===== src/rtl/mfe_result_reader_pkg.sv =====
// ---------------------------------------------------------------------------
// mfe_result_reader_pkg
//
// Shared definitions for the median-filter result reader:
//   - default address / pixel widths of the engine's result memory
//   - pixels per frame for the 128x128 image
//   - checksum width
//   - FSM state encoding used by the reader top level
// ---------------------------------------------------------------------------
package mfe_result_reader_pkg;

    localparam int AW_DEF   = 14;
    localparam int DW_DEF   = 8;
    localparam int NPIX_DEF = 128 * 128;
    localparam int CSUM_W   = 16;

    typedef enum logic [1:0] {
        ST_IDLE  = 2'd0,
        ST_READ  = 2'd1,
        ST_DRAIN = 2'd2,
        ST_DONE  = 2'd3
    } state_t;

endpackage


===== src/rtl/mfe_skid_fifo2.sv =====
// ---------------------------------------------------------------------------
// mfe_skid_fifo2
//
// Two-entry synchronous FIFO that sits between the result-memory read
// data and the outgoing pixel stream.  The head entry is presented
// combinationally; push and pop in the same cycle are both honoured.
//
// Ports:
//   clk        system clock
//   reset      asynchronous active-high reset, empties the FIFO
//   push       write push_data at the next edge
//   push_data  data to store
//   pop        remove the head entry at the next edge
//   head_data  oldest stored entry (zero after reset)
//   head_valid FIFO holds at least one entry
//   occupancy  number of stored entries (0..2)
// ---------------------------------------------------------------------------
module mfe_skid_fifo2 #(
    parameter int DW = 8
) (
    input  logic          clk,
    input  logic          reset,
    input  logic          push,
    input  logic [DW-1:0] push_data,
    input  logic          pop,
    output logic [DW-1:0] head_data,
    output logic          head_valid,
    output logic [1:0]    occupancy
);

    logic [DW-1:0] mem_q [2];
    logic [DW-1:0] mem_d [2];
    logic          wr_ptr_q;
    logic          wr_ptr_d;
    logic          rd_ptr_q;
    logic          rd_ptr_d;
    logic [1:0]    count_q;
    logic [1:0]    count_d;
    logic          pop_ok;
    logic          push_ok;

    // A pop on an empty FIFO or a push into a full one without a
    // simultaneous pop is dropped, so the pointers can never run past
    // each other even if the producer misbehaves.
    always_comb begin
        pop_ok   = pop && (count_q != 2'd0);
        push_ok  = push && ((count_q != 2'd2) || pop_ok);
        mem_d    = mem_q;
        wr_ptr_d = wr_ptr_q;
        rd_ptr_d = rd_ptr_q;
        if (push_ok) begin
            mem_d[wr_ptr_q] = push_data;
            wr_ptr_d        = ~wr_ptr_q;
        end
        if (pop_ok) begin
            rd_ptr_d = ~rd_ptr_q;
        end
        count_d = count_q + {1'b0, push_ok} - {1'b0, pop_ok};
    end

    always_ff @(posedge clk or posedge reset) begin
        if (reset) begin
            mem_q[0] <= '0;
            mem_q[1] <= '0;
            wr_ptr_q <= 1'b0;
            rd_ptr_q <= 1'b0;
            count_q  <= 2'd0;
        end else begin
            mem_q    <= mem_d;
            wr_ptr_q <= wr_ptr_d;
            rd_ptr_q <= rd_ptr_d;
            count_q  <= count_d;
        end
    end

    assign head_data  = mem_q[rd_ptr_q];
    assign head_valid = (count_q != 2'd0);
    assign occupancy  = count_q;

endmodule


===== src/rtl/mfe_result_reader.sv =====
// ---------------------------------------------------------------------------
// mfe_result_reader
//
// Reads a filtered frame back out of the median-filter result memory in
// raster order and presents it as a valid/ready pixel stream, while
// keeping a running 16-bit checksum of the streamed pixels.
//
// Ports:
//   clk        system clock
//   reset      asynchronous active-high reset (aborts a frame, no done)
//   start      one-cycle frame request, only honoured in IDLE
//   busy       frame in progress (READ or DRAIN)
//   done       one-cycle pulse after the last pixel handshake
//   addr       result-memory read address
//   ren        result-memory read enable (data_rd valid one cycle later)
//   data_rd    result-memory read data
//   pix_data   stream pixel
//   pix_valid  stream valid
//   pix_ready  stream ready from the sink
//   pix_last   marks the pixel at address NPIX-1
//   checksum   sum of streamed pixels mod 2^16, held until the next start
// ---------------------------------------------------------------------------
module mfe_result_reader
    import mfe_result_reader_pkg::*;
#(
    parameter int AW   = AW_DEF,
    parameter int DW   = DW_DEF,
    parameter int NPIX = NPIX_DEF
) (
    input  logic              clk,
    input  logic              reset,
    input  logic              start,
    output logic              busy,
    output logic              done,
    output logic [AW-1:0]     addr,
    output logic              ren,
    input  logic [DW-1:0]     data_rd,
    output logic [DW-1:0]     pix_data,
    output logic              pix_valid,
    input  logic              pix_ready,
    output logic              pix_last,
    output logic [CSUM_W-1:0] checksum
);

    // One extra bit so the issue counter can hold NPIX itself when
    // NPIX = 2^AW.
    localparam int            CW     = AW + 1;
    localparam logic [CW-1:0] NPIX_C = CW'(NPIX);
    localparam logic [CW-1:0] LAST_C = CW'(NPIX - 1);

    state_t              state_q;
    state_t              state_d;
    logic [CW-1:0]       issue_cnt_q;
    logic [CW-1:0]       issue_cnt_d;
    logic [CW-1:0]       pop_cnt_q;
    logic [CW-1:0]       pop_cnt_d;
    logic [AW-1:0]       addr_q;
    logic [AW-1:0]       addr_d;
    logic                inflight_q;
    logic                inflight_d;
    logic [CSUM_W-1:0]   csum_q;
    logic [CSUM_W-1:0]   csum_d;

    logic [DW-1:0]       fifo_head;
    logic                fifo_valid;
    logic [1:0]          fifo_occ;
    logic                handshake;
    logic [2:0]          outstanding;

    mfe_skid_fifo2 #(
        .DW(DW)
    ) u_fifo (
        .clk        (clk),
        .reset      (reset),
        .push       (inflight_q),
        .push_data  (data_rd),
        .pop        (handshake),
        .head_data  (fifo_head),
        .head_valid (fifo_valid),
        .occupancy  (fifo_occ)
    );

    assign handshake = fifo_valid && pix_ready;

    // Entries that will occupy the FIFO after this edge without a new
    // read.  Issuing only while this is below two means a read launched
    // now always finds a free slot two edges later, and with the sink
    // always ready the count settles at one so a read goes out every cycle.
    assign outstanding = {1'b0, fifo_occ} + {2'b00, inflight_q} - {2'b00, handshake};

    // Read issue is combinational from the registered state so that a
    // pop this cycle can immediately open room for the next read.
    always_comb begin
        ren = (state_q == ST_READ) && (issue_cnt_q != NPIX_C) && (outstanding < 3'd2);
        addr = ren ? issue_cnt_q[AW-1:0] : addr_q;
    end

    // Next-state logic: counters, checksum and frame FSM.
    always_comb begin
        state_d     = state_q;
        issue_cnt_d = issue_cnt_q;
        pop_cnt_d   = pop_cnt_q;
        addr_d      = addr_q;
        csum_d      = csum_q;
        inflight_d  = ren;

        if (ren) begin
            issue_cnt_d = issue_cnt_q + CW'(1);
            addr_d      = issue_cnt_q[AW-1:0];
        end

        if (handshake) begin
            pop_cnt_d = pop_cnt_q + CW'(1);
            csum_d    = csum_q + CSUM_W'(fifo_head);
        end

        case (state_q)
            ST_IDLE: begin
                if (start) begin
                    state_d     = ST_READ;
                    csum_d      = '0;
                    issue_cnt_d = '0;
                    pop_cnt_d   = '0;
                end
            end
            ST_READ: begin
                if (issue_cnt_q == NPIX_C) begin
                    state_d = ST_DRAIN;
                end
            end
            ST_DRAIN: begin
                if (handshake && (pop_cnt_q == LAST_C)) begin
                    state_d = ST_DONE;
                end
            end
            ST_DONE: begin
                state_d = ST_IDLE;
            end
            default: begin
                state_d = ST_IDLE;
            end
        endcase
    end

    always_ff @(posedge clk or posedge reset) begin
        if (reset) begin
            state_q     <= ST_IDLE;
            issue_cnt_q <= '0;
            pop_cnt_q   <= '0;
            addr_q      <= '0;
            inflight_q  <= 1'b0;
            csum_q      <= '0;
        end else begin
            state_q     <= state_d;
            issue_cnt_q <= issue_cnt_d;
            pop_cnt_q   <= pop_cnt_d;
            addr_q      <= addr_d;
            inflight_q  <= inflight_d;
            csum_q      <= csum_d;
        end
    end

    assign busy      = (state_q == ST_READ) || (state_q == ST_DRAIN);
    assign done      = (state_q == ST_DONE);
    assign pix_data  = fifo_head;
    assign pix_valid = fifo_valid;
    assign pix_last  = fifo_valid && (pop_cnt_q == LAST_C);
    assign checksum  = csum_q;

endmodule

===== config.mk =====
export PLATFORM = sky130hd
export DESIGN_NAME = mfe_result_reader
export DESIGN_NICKNAME = d
export VERILOG_FILES = /design/src/rtl/mfe_result_reader_pkg.sv /design/src/rtl/mfe_skid_fifo2.sv /design/src/rtl/mfe_result_reader.sv
export SDC_FILE = /design/constraint.sdc
export NUM_CORES = 1
export LEC_CHECK = 0
export ABC_AREA = 1
export CORE_AREA = 3 3 182 113
export CTS_BUF_LIST = sky130_fd_sc_hd__clkbuf_2 sky130_fd_sc_hd__clkbuf_4 sky130_fd_sc_hd__clkbuf_8
export DETAILED_ROUTE_END_ITERATION = 8
export DIE_AREA = 0 0 185 116
export SYNTH_ARGS = -nofsm -noshare
export SYNTH_HDL_FRONTEND = slang
export SYNTH_HIERARCHICAL = 1
export SYNTH_SLANG_ARGS = --single-unit

===== constraint.sdc =====
create_clock -name clk -period 5.4 [get_ports clk]
set_input_delay 0.54 -clock clk [delete_from_list [all_inputs] [get_ports clk]]
set_output_delay 0.54 -clock clk [all_outputs]
set_load 0.05 [all_outputs]

==> results.py, run 1 <==
metrics = {
    "drt": {
        "drt_wl_total_microns": 11900,
        "vias": 4049,
        "drc": 0,
        "drtIter0Drc": 246,
        "avgRoutedWirePerCell_microns": 12.8,
        "first_pass_iters": 9,
        "via_per_inst": 4.39,
        "ant_nets": 0,
    },
    "timing": {
        "setup_ws_ps": 938,
        "maxSlewViolCount": 0,
        "setup_viol": 0,
        "hold_viol": 0,
        "finalCritPeriodShare_pct": 82.6,
        "post-route-min-period_ps": 4460,
        "tightest_slew_ps": 828,
        "slew_headroom_pct": 44.8,
        "holdWs_ps": 479,
        "rsz0062_at_grt": "no",
        "setup_tns_ps": 0,
        "fmax_mhz": 224,
        "finClkSkew_ps": 15.0,
    },
    "global_routing": {
        "grt_overflow": 0,
        "grt_pass1_wl_microns": 20000,
        "antenna_found_initial": 0,
        "grt_pass1_vias": 3855,
        "track_usage_pct": 11.8,
        "grt_start_max_net_pins": 64,
    },
    "floorplan": {
        "die-area_sq_mm": 0.0215,
        "rows": 39,
        "start_util_pct": 24.9,
        "core_area_sq_mm": 0.0189,
        "io_pins": 55,
        "die_x_microns": 185,
        "die-height_microns": 116,
    },
    "synthesis": {
        "syn-cell-area_sq_mm": 0.00471,
        "synth_top_area_share_pct": 44.1,
        "synth-seq-area-share_pct": 44.1,
        "synth_cell_types": 34,
        "synth_top_cell_by_area": "dfrtp_1",
        "synth_ff_type": "dfrtp_1",
        "syn_nets": 651,
        "syn_avg_cell_area_sq_um": 7.60,
        "synthArstFlopShare_pct": 100,
        "synth_area_leaders": "dfrtp_1, nand2_1, nor2_1, inv_1, ha_1",
        "synth_warnings": 6,
        "synth_edf_count": 0,
        "synth-seq-cells": 83,
        "syn_inst": 619,
    },
    "power": {
        "switching_power_mw": 1.54,
        "total_power_mw": 3.10,
        "internal_power_mw": 1.56,
        "ir_drop_v": 0.000255,
        "seqPwrFrac_pct": 29.8,
        "pwr-share-comb_pct": 54.9,
        "pwr-share-clk_pct": 15.3,
        "power.leakage_nw": 2.73,
        "powerDensity_mw_per_mm2": 545,
        "swShare_pct": 49.7,
    },
    "clock_tree": {
        "clkSinkCount": 83,
        "postCtsSetupRepairBufs": 0,
        "cts_hold_buf": 0,
        "cts_resized": 0,
        "path_clk_slew_ps": 80,
        "htree_levels": 3,
        "cts_tree": "yes",
        "cts_inserted_buffers": 9,
        "clock_latency_ps": 380,
        "cts.path.max_buffers": 2,
        "cts_root_buf": "clkbuf_8",
    },
    "finish": {
        "post-route-util_pct": 30.0,
        "stdcell_area_sq_mm": 0.00569,
        "final_cell_mix": "nand2_1, dfrtp_1, nor2_1",
        "antennaDiodeCount": 0,
        "layout_commonest_cell": "nand2_1",
        "finalNetCount": 704,
        "final_cells": 923,
        "synthToLayoutAreaGrowth_pct": 20.8,
        "drive_gt1_share_pct": 6.06,
    },
    "setup_path": {
        "worstSetupPathType": "reg2out",
        "critPathArrivalTime_ps": 3920,
        "critPathLaunchType": "register",
        "worstPathMaxFanout": 34,
        "endpoint_kind": "output pin",
        "cp.required_ps": 4860,
    },
    "hold_path": {
        "hold_path_class": "reg2reg",
    },
    "flow_run": {
        "maxCapViolations": 0,
    },
    "place": {
        "hpwlAfterDp_microns": 8520,
        "dp_cells": 907,
        "dpl_cell_area_sq_mm": 0.00548,
        "port_buffers": 54,
        "dp_slack_ps": 967,
        "gp_congestion": 0.804,
    },
    "outcome": {
        "outcome": "complete, no violations",
    },
}
[state kept, by name (all words and copies together), names as in the netlist]
register / flops
checksum: 16
u_fifo/mem_q: 16
issue_cnt_q: 15
pop_cnt_q: 15
addr_q: 14
state_q: 2
u_fifo/occupancy: 2
inflight_q: 1
u_fifo/rd_ptr_q: 1
u_fifo/wr_ptr_q: 1
[power groups by stage]
| stage | combinational [mW] | sequential, mW | clock, mW |
|---|---|---|---|
| global placement | 1.69 | 0.930 | 0 |
| CTS | 1.71 | 0.923 | 0.497 |
| global route | 1.90 | 0.945 | 0.521 |
| finish | 1.70 | 0.922 | 0.475 |
| floorplan | 1.16 | 1.01 | 0 |
| detailed placement | 1.70 | 0.934 | 0 |
[synth_stat cells (4+ instances only)]
library cell	n
nand2_1	191
dfrtp_1	83
nor2_1	65
inv_1	64
nand3_1	40
o21ai_0	31
a21oi_1	26
nand4_1	24
ha_1	18
xor2_1	11
inv_2	7
o21a_1	7
buf_2	6
buf_4	6
nor3_1	6
clkbuf_1	4
nor2_2	4
[cells by family (layout without fill, tap and decap cells)]
family	after synthesis	in the layout	synth area share, %
fa+ha+maj	20	20	5.64
flops	83	83	44.1
xor+xnor	13	13	2.42
simple gates	339	339	31.0
compound gates	75	75	8.77
buf+inv	89	147	8.06
[area by class of cell]
cell class	count	area, sq um
Inverter	71	267
Multi-Input combinational cell	447	2250
Tap cell	246	308
Clock inverter	4	50.0
Clock buffer	12	153
Fill cell	2026	13200
Sequential cell	83	2080
Timing Repair Buffer	60	583
[critical path, cell delays in order, from the launching register on]
cell and delay (ps):
dfrtp_1 500, inv_1 90, nand2_1 130, nand2_1 110
nor2_1 170, o21ai_0 140, fa_1 390, xor2_1 170
nor2_1 180, nand3_4 320, inv_2 350, nand2_1 80
nand2_1 90, clkdlybuf4s50_1 810
[routing by layer]
metal | track usage, % | routed length (microns) | vias up
li1 | - | - | 2109
met1 | 17.4 | 6270 | 1844
met2 | 16.9 | 4900 | 91
met3 | 3.61 | 617 | 5
met4 | 2.30 | 70 | 0
met5 | 0 | 0 | -
[worst paths after layout]
kind                                     start         endpoint  slack, ps  cells past startpoint
max                        u_fifo/occupancy[1]          addr[4]        940                     13
max reg2reg                u_fifo/occupancy[1]        addr_q[0]       2470                     12
min reg2reg                         addr_q[11]       addr_q[11]        480                      2
min in group asynchronous                reset  u_fifo/mem_q[7]        720                      2
max in group asynchronous                reset    pop_cnt_q[10]       4050                      3
min                                 addr_q[11]       addr_q[11]        480                      2
Note: power is estimated with default switching activity, not from simulation.
==> inputs of run 2 (changes only) <==
clock period = 3.71 ns   (was 5.4 ns; I/O delays follow)
==> run 2 against run 1 <==
Net effect:
- global-route usage decreased by 0.45 points
- wire length decreased by 3.6%
- non-clock buffer count increased by 2
- sequential power increased by 45%
- register-to-register slack got worse by 1400 ps
- core utilization increased by 0.93 points
- design area increased by 3.1%
- count of clock-buffer cells in the layout decreased by 1
==> results.py, run 2 (same netlist as run 1, synthesis figures left out) <==
metrics = {
    "place": {
        "dpl_cell_area_sq_mm": 0.00567,
        "hpwlAfterDp_microns": 8490,
        "gp_congestion": 0.881,
        "port_buffers": 54,
        "dp_slack_ps": 439,
        "dp_cells": 909,
    },
    "clock_tree": {
        "clock_latency_ps": 360,
        "cts_resized": 0,
        "cts_root_buf": "clkbuf_8",
        "path_clk_slew_ps": 90,
        "cts.path.max_buffers": 2,
        "cts_hold_buf": 0,
        "htree_levels": 3,
        "clkSinkCount": 83,
        "postCtsSetupRepairBufs": 0,
        "cts_inserted_buffers": 9,
        "cts_tree": "yes",
    },
    "setup_path": {
        "critPathArrivalTime_ps": 3080,
        "rr_startpoint": "u_fifo/occupancy[1]",
        "worstPathMaxFanout": 28,
        "critPathLaunchType": "register",
        "crit_chain": "inv_1 -> nand2_1 -> nand2_1 -> nor2_1 -> o21ai_0 -> fa_1 -> xor2_1 -> nor2_1 -> nand3_4 -> buf_4 -> o21ai_1 -> buf_12",
        "endpoint_kind": "output pin",
        "rr_endpoint": "addr_q[0]",
        "cp.required_ps": 3340,
        "cpMaxStageDelayCell": "dfrtp_1",
        "rrSetupSlack_ps": 1040,
        "cp_num_cells": 12,
        "critPathTopFamily": "simple AND/OR/NAND/NOR gates",
        "worstSetupPathType": "reg2out",
        "slowest_delay_ps": 510,
        "worst-path-buf-inv": 3,
        "reg2regPathDepth": 12,
    },
    "drt": {
        "first_pass_iters": 5,
        "ant_nets": 0,
        "avgRoutedWirePerCell_microns": 12.4,
        "vias": 3988,
        "drc": 0,
        "drt_wl_total_microns": 11400,
        "via_per_inst": 4.31,
        "drtIter0Drc": 273,
    },
    "timing": {
        "tightest_slew_ps": 874,
        "finClkSkew_ps": 8.77,
        "fmax_mhz": 289,
        "post-route-min-period_ps": 3460,
        "rsz0062_at_grt": "no",
        "setup_ws_ps": 254,
        "maxSlewViolCount": 0,
        "slew_headroom_pct": 41.6,
        "setup_viol": 0,
        "hold_viol": 0,
        "finalCritPeriodShare_pct": 93.1,
    },
    "flow_run": {
        "maxCapViolations": 0,
    },
    "outcome": {
        "outcome": "complete, no violations",
    },
    "global_routing": {
        "antenna_found_initial": 0,
        "grt_start_max_net_pins": 33,
        "track_usage_pct": 11.3,
        "grt_pass1_vias": 3737,
        "grt_pass1_wl_microns": 19400,
        "grt_overflow": 0,
    },
    "power": {
        "internal_power_mw": 2.33,
        "total_power_mw": 4.57,
        "swShare_pct": 48.9,
        "pwr-share-comb_pct": 56.1,
        "pwr-share-clk_pct": 14.6,
        "power.leakage_nw": 2.80,
        "seqPwrFrac_pct": 29.3,
        "ir_drop_v": 0.000313,
        "switching_power_mw": 2.24,
        "powerDensity_mw_per_mm2": 780,
    },
    "floorplan": {
        "die_x_microns": 185,
        "rows": 39,
        "start_util_pct": 24.9,
        "io_pins": 55,
        "die-area_sq_mm": 0.0215,
        "core_area_sq_mm": 0.0189,
        "die-height_microns": 116,
    },
    "finish": {
        "finalNetCount": 706,
        "post-route-util_pct": 31.0,
        "layout_commonest_cell": "nand2_1",
        "final_cell_mix": "nand2_1, dfrtp_1, nor2_1",
        "synthToLayoutAreaGrowth_pct": 24.6,
        "final_cells": 925,
        "ff_latch_area_sq_mm": 0.00208,
        "nFillCells": 2015,
        "multi_input_area_sq_mm": 0.00226,
        "drive_gt1_share_pct": 9.28,
        "antennaDiodeCount": 0,
        "stdcell_area_sq_mm": 0.00586,
    },
    "hold_path": {
        "hold_path_class": "in2async",
    },
}
[run 2: changes by cell type in the layout (fill, tap and decap cells not counted), moves of 2 or more]
cell             before  now
buf_12                0   15
clkdlybuf4s50_1      53   39
o21ai_0              31   23
o21ai_1               3   11
nand2_1             191  186
nand2_2               1    6
clkinv_2              1    3
[run 2: worst max path at each step]
stage          endpoint  slack [ps]                start
6_report        addr[2]         250  u_fifo/occupancy[1]
5_1_grt         addr[7]           8  u_fifo/occupancy[1]
3_3_place_gp    addr[8]         470            pix_ready
3_5_place_dp    addr[2]         440            pix_ready
4_1_cts         addr[2]         190  u_fifo/occupancy[1]
2_1_floorplan  addr[13]        -220  u_fifo/occupancy[1]
[run 2: power groups by stage]
| stage | sequential [mW] | clock, mW | combinational [mW] |
|---|---|---|---|
| 3_5_place_dp | 1.36 | 0 | 2.57 |
| 3_3_place_gp | 1.35 | 0 | 2.56 |
| 4_1_cts | 1.34 | 0.698 | 2.59 |
| 5_1_grt | 1.37 | 0.745 | 2.84 |
| 2_1_floorplan | 1.46 | 0 | 1.70 |
| 6_report | 1.34 | 0.666 | 2.57 |
[run 2: routing by layer]
layer  vias up  wire, microns  GRT usage (%)
met5         -              0              0
met4         0            124           2.50
met3        11            571           3.32
met2        69           4430           15.5
met1      1811           6300           17.3
li1       2097              -              -
[run 2: worst register-to-register path: cells and delay by family (launching register included)]
family          cells  cell delay, ps
compound gates      2             300
xor+xnor            1             170
fa+ha+maj           1             390
buf+inv             2             330
flops               1             510
simple gates        6             850
[run 2: layout make-up]
cell class	instances	area share, %
clock inverters	5	0.896
repair buffers	62	12.8
multi-input cells	447	38.6
flip-flops and latches	83	35.4
inverters	71	4.55
clock buffers	11	2.48
well taps	246	5.25
[run 2: per-stage QoR]
step / setup TNS [ps] / hold slack, ps
6_report: 0 / 435
3_3_place_gp: 0 / 456
2_1_floorplan: -2280 / 335
4_1_cts: 0 / 456
5_1_grt: 0 / 497
3_5_place_dp: 0 / 458
